<file path="config.mk">
export PLATFORM = sky130hd
export DESIGN_NAME = cache_fill_writer
export DESIGN_NICKNAME = d
export VERILOG_FILES = /design/src/rtl/cache_fill_writer.sv
export SDC_FILE = /design/constraint.sdc
export NUM_CORES = 1
export LEC_CHECK = 0
export BUFFER_PORTS_ARGS = -buffer_cell sky130_fd_sc_hd__buf_2
export CORE_ASPECT_RATIO = 0.7
export CORE_MARGIN = 4
export CORE_UTILIZATION = 57
export DETAILED_ROUTE_END_ITERATION = 8
export HOLD_SLACK_MARGIN = 0.03
export PLACE_DENSITY = 0.79
export SETUP_SLACK_MARGIN = 0.4
export SYNTH_ARGS = -nofsm -noshare
export SYNTH_HDL_FRONTEND = slang
export SYNTH_SLANG_ARGS = --single-unit
</file>
<file path="constraint.sdc">
create_clock -name clk -period 13.8 [get_ports clk]
set_clock_uncertainty 0.15 [all_clocks]
set_input_delay 2.07 -clock clk [delete_from_list [all_inputs] [get_ports clk]]
set_output_delay 2.07 -clock clk [all_outputs]
set_load 0.005 [all_outputs]
</file>
<file path="src/rtl/cache_fill_writer.sv">
// cache_fill_writer: miss-fill write side of the L2 lookup path.
// Picks a victim way (lowest invalid, else tree pseudo-LRU), writes back a
// dirty victim through a valid/ready handshake, then installs the new tag
// and line. Owns per-set valid, dirty and PLRU state.
module cache_fill_writer #(
    parameter int WAYS       = 8,
    parameter int TAG_BITS   = 10,
    parameter int DATA_BITS  = 9,
    parameter int INDEX_BITS = 4
) (
    input  logic                     clk,
    input  logic                     reset,
    input  logic                     fill_req,
    input  logic [INDEX_BITS-1:0]    fill_index,
    input  logic [TAG_BITS-1:0]      fill_tag,
    input  logic [DATA_BITS-1:0]     fill_data,
    input  logic                     fill_dirty,
    output logic                     fill_ack,
    output logic [$clog2(WAYS)-1:0]  fill_way,
    input  logic                     hit_valid,
    input  logic [INDEX_BITS-1:0]    hit_index,
    input  logic [$clog2(WAYS)-1:0]  hit_way,
    input  logic [INDEX_BITS-1:0]    valid_rd_index,
    output logic [WAYS-1:0]          valid_out,
    output logic                     arr_rd_en,
    output logic [INDEX_BITS-1:0]    arr_rd_index,
    output logic [$clog2(WAYS)-1:0]  arr_rd_way,
    input  logic [TAG_BITS-1:0]      arr_rd_tag,
    input  logic [DATA_BITS-1:0]     arr_rd_data,
    output logic                     wb_valid,
    input  logic                     wb_ready,
    output logic [INDEX_BITS-1:0]    wb_index,
    output logic [TAG_BITS-1:0]      wb_tag,
    output logic [DATA_BITS-1:0]     wb_data,
    output logic                     arr_wr_en,
    output logic [INDEX_BITS-1:0]    arr_wr_index,
    output logic [$clog2(WAYS)-1:0]  arr_wr_way,
    output logic [TAG_BITS-1:0]      arr_wr_tag,
    output logic [DATA_BITS-1:0]     arr_wr_data
);

    localparam int WAY_W = $clog2(WAYS);
    localparam int SETS  = 2 ** INDEX_BITS;

    typedef enum logic [2:0] {
        IDLE,
        SELECT,
        RDWAIT,
        WRITEBACK,
        WRITE
    } state_t;

    state_t state, state_next;

    // Latched fill request
    logic [INDEX_BITS-1:0] req_index;
    logic [TAG_BITS-1:0]   req_tag;
    logic [DATA_BITS-1:0]  req_data;
    logic                  req_dirty;

    // Victim chosen in SELECT, used by WRITE
    logic [WAY_W-1:0]      vic_way;

    // Per-set state; PLRU is a heap-ordered tree, node 0 = root,
    // children of node n are 2n+1 (lower half) and 2n+2 (upper half).
    logic [WAYS-1:0]       valid_q [SETS];
    logic [WAYS-1:0]       dirty_q [SETS];
    logic [WAYS-2:0]       plru_q  [SETS];

    logic                  hit_same;
    logic [WAYS-2:0]       hit_plru_next;
    logic [WAYS-2:0]       sel_plru;
    logic [WAYS-2:0]       wr_plru_next;
    logic [WAY_W-1:0]      sel_way;
    logic                  sel_evict;

    // Touch: walk from the leaf of 'way' up to the root, making every node
    // on the path point at the sibling subtree.
    function automatic logic [WAYS-2:0] plru_touch(input logic [WAYS-2:0] bits,
                                                   input logic [WAY_W-1:0] way);
        logic [WAYS-2:0] r;
        int idx;
        int par;
        r   = bits;
        idx = int'(way) + WAYS - 1;
        for (int l = 0; l < WAY_W; l++) begin
            par    = (idx - 1) / 2;
            // Odd heap index = lower child, so point the parent upward.
            r[par] = (idx % 2) == 1;
            idx    = par;
        end
        return r;
    endfunction

    // Victim: follow the node bits from the root down to a leaf.
    function automatic logic [WAY_W-1:0] plru_victim(input logic [WAYS-2:0] bits);
        int node;
        node = 0;
        for (int l = 0; l < WAY_W; l++) begin
            node = 2 * node + 1 + int'(bits[node]);
        end
        return WAY_W'(node - (WAYS - 1));
    endfunction

    // A same-cycle hit to the set being filled is forwarded so that both the
    // victim choice in SELECT and the fill touch in WRITE see it (hit first).
    assign hit_same      = hit_valid && (hit_index == req_index);
    assign hit_plru_next = plru_touch(plru_q[hit_index], hit_way);
    assign sel_plru      = hit_same ? hit_plru_next : plru_q[req_index];
    assign wr_plru_next  = plru_touch(sel_plru, vic_way);

    // Victim select: lowest-numbered invalid way, else the PLRU way.
    always_comb begin
        sel_way = plru_victim(sel_plru);
        for (int i = WAYS - 1; i >= 0; i--) begin
            if (!valid_q[req_index][i]) begin
                sel_way = WAY_W'(i);
            end
        end
        sel_evict = valid_q[req_index][sel_way] && dirty_q[req_index][sel_way];
    end

    // Next-state and strobe decode.
    always_comb begin
        state_next = state;
        arr_rd_en  = 1'b0;
        wb_valid   = 1'b0;
        arr_wr_en  = 1'b0;
        fill_ack   = 1'b0;
        case (state)
            IDLE: begin
                if (fill_req) begin
                    state_next = SELECT;
                end
            end
            SELECT: begin
                if (sel_evict) begin
                    arr_rd_en  = 1'b1;
                    state_next = RDWAIT;
                end else begin
                    state_next = WRITE;
                end
            end
            RDWAIT: begin
                state_next = WRITEBACK;
            end
            WRITEBACK: begin
                wb_valid = 1'b1;
                if (wb_ready) begin
                    state_next = WRITE;
                end
            end
            WRITE: begin
                arr_wr_en  = 1'b1;
                fill_ack   = 1'b1;
                state_next = IDLE;
            end
            default: begin
                state_next = IDLE;
            end
        endcase
    end

    assign arr_rd_index = req_index;
    assign arr_rd_way   = sel_way;
    assign arr_wr_index = req_index;
    assign arr_wr_way   = vic_way;
    assign arr_wr_tag   = req_tag;
    assign arr_wr_data  = req_data;
    assign fill_way     = vic_way;
    assign valid_out    = valid_q[valid_rd_index];

    // State register.
    always_ff @(posedge clk) begin
        if (reset) begin
            state <= IDLE;
        end else begin
            state <= state_next;
        end
    end

    // Capture the fill request when it is accepted in IDLE.
    always_ff @(posedge clk) begin
        if (reset) begin
            req_index <= '0;
            req_tag   <= '0;
            req_data  <= '0;
            req_dirty <= 1'b0;
        end else if (state == IDLE && fill_req) begin
            req_index <= fill_index;
            req_tag   <= fill_tag;
            req_data  <= fill_data;
            req_dirty <= fill_dirty;
        end
    end

    // Hold the victim way from SELECT through WRITE.
    always_ff @(posedge clk) begin
        if (reset) begin
            vic_way <= '0;
        end else if (state == SELECT) begin
            vic_way <= sel_way;
        end
    end

    // Register the victim line returned by the array for the writeback offer.
    always_ff @(posedge clk) begin
        if (reset) begin
            wb_index <= '0;
            wb_tag   <= '0;
            wb_data  <= '0;
        end else if (state == RDWAIT) begin
            wb_index <= req_index;
            wb_tag   <= arr_rd_tag;
            wb_data  <= arr_rd_data;
        end
    end

    // Valid/dirty update on commit; hits never change these bits.
    always_ff @(posedge clk) begin
        if (reset) begin
            for (int s = 0; s < SETS; s++) begin
                valid_q[s] <= '0;
                dirty_q[s] <= '0;
            end
        end else if (state == WRITE) begin
            valid_q[req_index][vic_way] <= 1'b1;
            dirty_q[req_index][vic_way] <= req_dirty;
        end
    end

    // PLRU update; the later fill write overrides the hit write on the same
    // set, and already contains the hit touch through sel_plru.
    always_ff @(posedge clk) begin
        if (reset) begin
            for (int s = 0; s < SETS; s++) begin
                plru_q[s] <= '0;
            end
        end else begin
            if (hit_valid) begin
                plru_q[hit_index] <= hit_plru_next;
            end
            if (state == WRITE) begin
                plru_q[req_index] <= wr_plru_next;
            end
        end
    end

endmodule

</file>
==> results.md <==
* Sequential cell area fraction in the yosys report at 41.1%
* Hold path start: arr_wr_data[7]
* # placed instances at 3208
* CP max-delay cell: or4_4
* CTS tree: built
* Core area at 0.0455 sq mm
* Worst slew pin tran at 1.27 ns
* Crit-path leading delay family: simple AND/OR/NAND/NOR gates
* Vias per std cell at 6.83
* Async SR Flop Fraction at 0%
* Row cnt at 65
* Max Cap Viol at 0
* Worst-path clk slew at 0.06 ns
* DP Worst Slack at -0.182 ns
* Critical Path End Type: primary output
* Setup TNS at 0 ns
* Reg2reg setup slack at 2.07 ns
* Starting DRC count in detailed routing at 3191
* Initial antenna violation count at 4
* Gr usage total at 31.2%
* Fmax at 76.2 MHz
* Minimum clock period at 13.13 ns
* Pwr dens at 99.0 mW/mm^2
* Maximum net fanout on the critical path at 5
* Unrepaired setup endpoints after global routing: no
* Drt total wl at 81000 um
* Global route total overflow at 0
* Crit Path Category: in -> out
* Io pins at 130
* Setup ws final at 0.669 ns
* Largest net degree at the start of global routing at 110
* Critical path depth at 45
* CTS Hold Bufs at 0
* Max VDD drop at 0.0968 mV
* Slew margin rel. at 14.6%
* Layout Nets at 2782
* Fin crit share at 95.2%
* Most common cell after layout, fill and taps aside: nand2_1
* H-tree lvl count at 2
* Routed Antenna Nets at 0
* Starting Density at 58.3%
* CTS Buf Count at 42
* Clk sinks at 425
* CP arrival at 10.91 ns
* Layout Cells excl Fill at 3318
* Share of layout cells above drive strength 1 at 22.4%
* Synthesis-to-layout area growth at 11.7%
* Worst path most repeated cell: ha_2
* Drt pass-1 iters at 6
* Clk_lat worst skew at 0.56 ns
* Crit path from: hit_way[1]
* Yosys reg bits at 425
* Hold Crit Class: reg -> reg
* First-pass GRT wire length at 124000 um
* Final hold viol count at 0
* Leakage at 10.5 nW
* Element type at the critical path start: input pin
* Reg-to-reg startpoint: arr_wr_way[0]
* EDFF count, synth at 240
* Register-to-Register Path Depth at 34
* Gpl congestion at 0.932
* Yosys Warn Count at 0
* Distinct cells, synth at 106
* Worst Path Buf+Inv at 5
* Wirelength per Cell at 24.4 um
* Max clock buf depth at 3
* Via count at 22700
* Outcome: complete, no violations
* Total die area at 0.0501 sq mm
* Synth Flop Type: edfxtp_1
* Slew Viols, Final at 0
* DP HPWL at 55500 um
* Post-Syn Instances at 2618
* Final setup fails at 0
* Die Width at 266 um
* DIE HEIGHT at 189 um
* Vias in the first global route at 21600
* Synth Cell Area at 0.0265 sq mm
* I/O Buffers at 129
* Worst setup path endpoint: arr_rd_en
* Root Buffer: clkbuf_16
* # DRC at 0
* Data required, critical path at 11.58 ns
* Max incr delay on CP at 0.48 ns
* Reg2reg end: plru_q[6][0]
* Most frequent cells in the layout: 273 x nand2_1, 240 x edfxtp_1, 201 x o22ai_1
* Synth Area per Inst at 10.1 sq um
through the flow:
step	cell area, sq um	hold slack, ns	util, %	power [W]
2_1_floorplan	26600	0.296	-	0.00168
3_3_place_gp	27800	0.288	61.0	0.00180
3_5_place_dp	27800	0.297	61.0	0.00181
4_1_cts	29300	0.306	64.2	0.00291
5_1_grt	29600	0.325	65.1	0.00302
6_report	29600	0.304	65.1	0.00293
report_power, final:
group          total [W]  internal (W)  switching, W
Combinational   0.000419      0.000166      0.000253
Clock            0.00112      0.000624      0.000496
Sequential       0.00139       0.00137     0.0000273
Total            0.00293       0.00216      0.000777
worst min-delay path by stage:
stage / endpoint / slack (ns) / cells after the start
finish: arr_wr_data[7] / 0.30 / 2
global route: wb_tag[2] / 0.33 / 2
CTS: wb_data[6] / 0.31 / 2
detailed placement: arr_wr_data[1] / 0.30 / 2
global placement: arr_wr_tag[6] / 0.29 / 2
floorplan: valid_q[10][7] / 0.30 / 2
registers in the layout (all words and copies together), names as in the netlist, named ones only:
signal        flops
dirty_q         128
valid_q         128
plru_q          112
arr_wr_tag       10
wb_tag           10
arr_wr_data       9
wb_data           9
arr_rd_index      4
wb_index          4
arr_wr_way        3
state             3
req_dirty         1
synthesized netlist by cell type, drive strengths merged (19+ instances only):
master | n | area, sq um
nand2 | 277 | 1040
edfxtp | 240 | 7210
o22ai | 202 | 1270
mux4 | 190 | 4280
dfxtp | 185 | 3700
clkbuf | 182 | 684
nor2 | 181 | 682
inv | 166 | 623
a21oi | 91 | 455
o21ai | 79 | 403
and3 | 77 | 482
o21bai | 67 | 503
nor3 | 64 | 332
nand2b | 63 | 394
xnor2 | 55 | 497
nand3 | 49 | 250
buf | 46 | 226
ha | 43 | 538
nor4 | 27 | 196
and2 | 26 | 164
a21o | 25 | 188
nand4 | 24 | 150
mux2i | 22 | 220
xor2 | 19 | 166
routing by layer:
metal / global-route usage (%) / vias to the layer above / part of all wire [%] / wire length (um)
met5: 0 / - / 0.075 / 61
met1: 44.3 / 11100 / 40 / 32200
met3: 10.1 / 201 / 13 / 10900
met4: 8.42 / 8 / 2.7 / 2200
met2: 46.7 / 1493 / 44 / 35600
li1: - / 9906 / - / -
cell families (layout without fill, tap and decap cells):
logic type      Yosys count  count (layout)  share of synthesized area (%)
compound gates          580             581                           14.4
buf+inv                 394             486                           5.78
mux                     224             224                           17.5
flops                   425             425                           41.1
xor+xnor                 76              76                           2.67
fa+ha+maj                43              43                           2.03
other cells               1               5                         0.0141
simple gates            875             875                           16.5
timing repair:
action,in CTS,in global routing
cloned,0,1
buffers inserted,8,22
endpoints found under the setup margin,2,3
gates resized for setup,20,45
endpoints found under the hold margin,0,0
pin swaps,10,29
worst register-to-register path, delay by kind of cell, from the launching register on:
| kind | cells | cell delay, ns |
|---|---|---|
| simple gates | 17 | 5.25 |
| compound gates | 7 | 2.43 |
| fa+ha+maj | 6 | 1.35 |
| flops | 1 | 1.01 |
| xor+xnor | 2 | 0.72 |
| buf+inv | 2 | 0.51 |
layout make-up:
type / count / area, sq um
multi-input cells: 1802 / 14500
diodes: 2 / 5.00
repair buffers: 243 / 1540
clock inverters: 19 / 140
flip-flops and latches: 425 / 10900
clock buffers: 58 / 1180
inverters: 166 / 633
well taps: 603 / 754
fillers: 3470 / 15900
(Power assumes the default switching activity.)
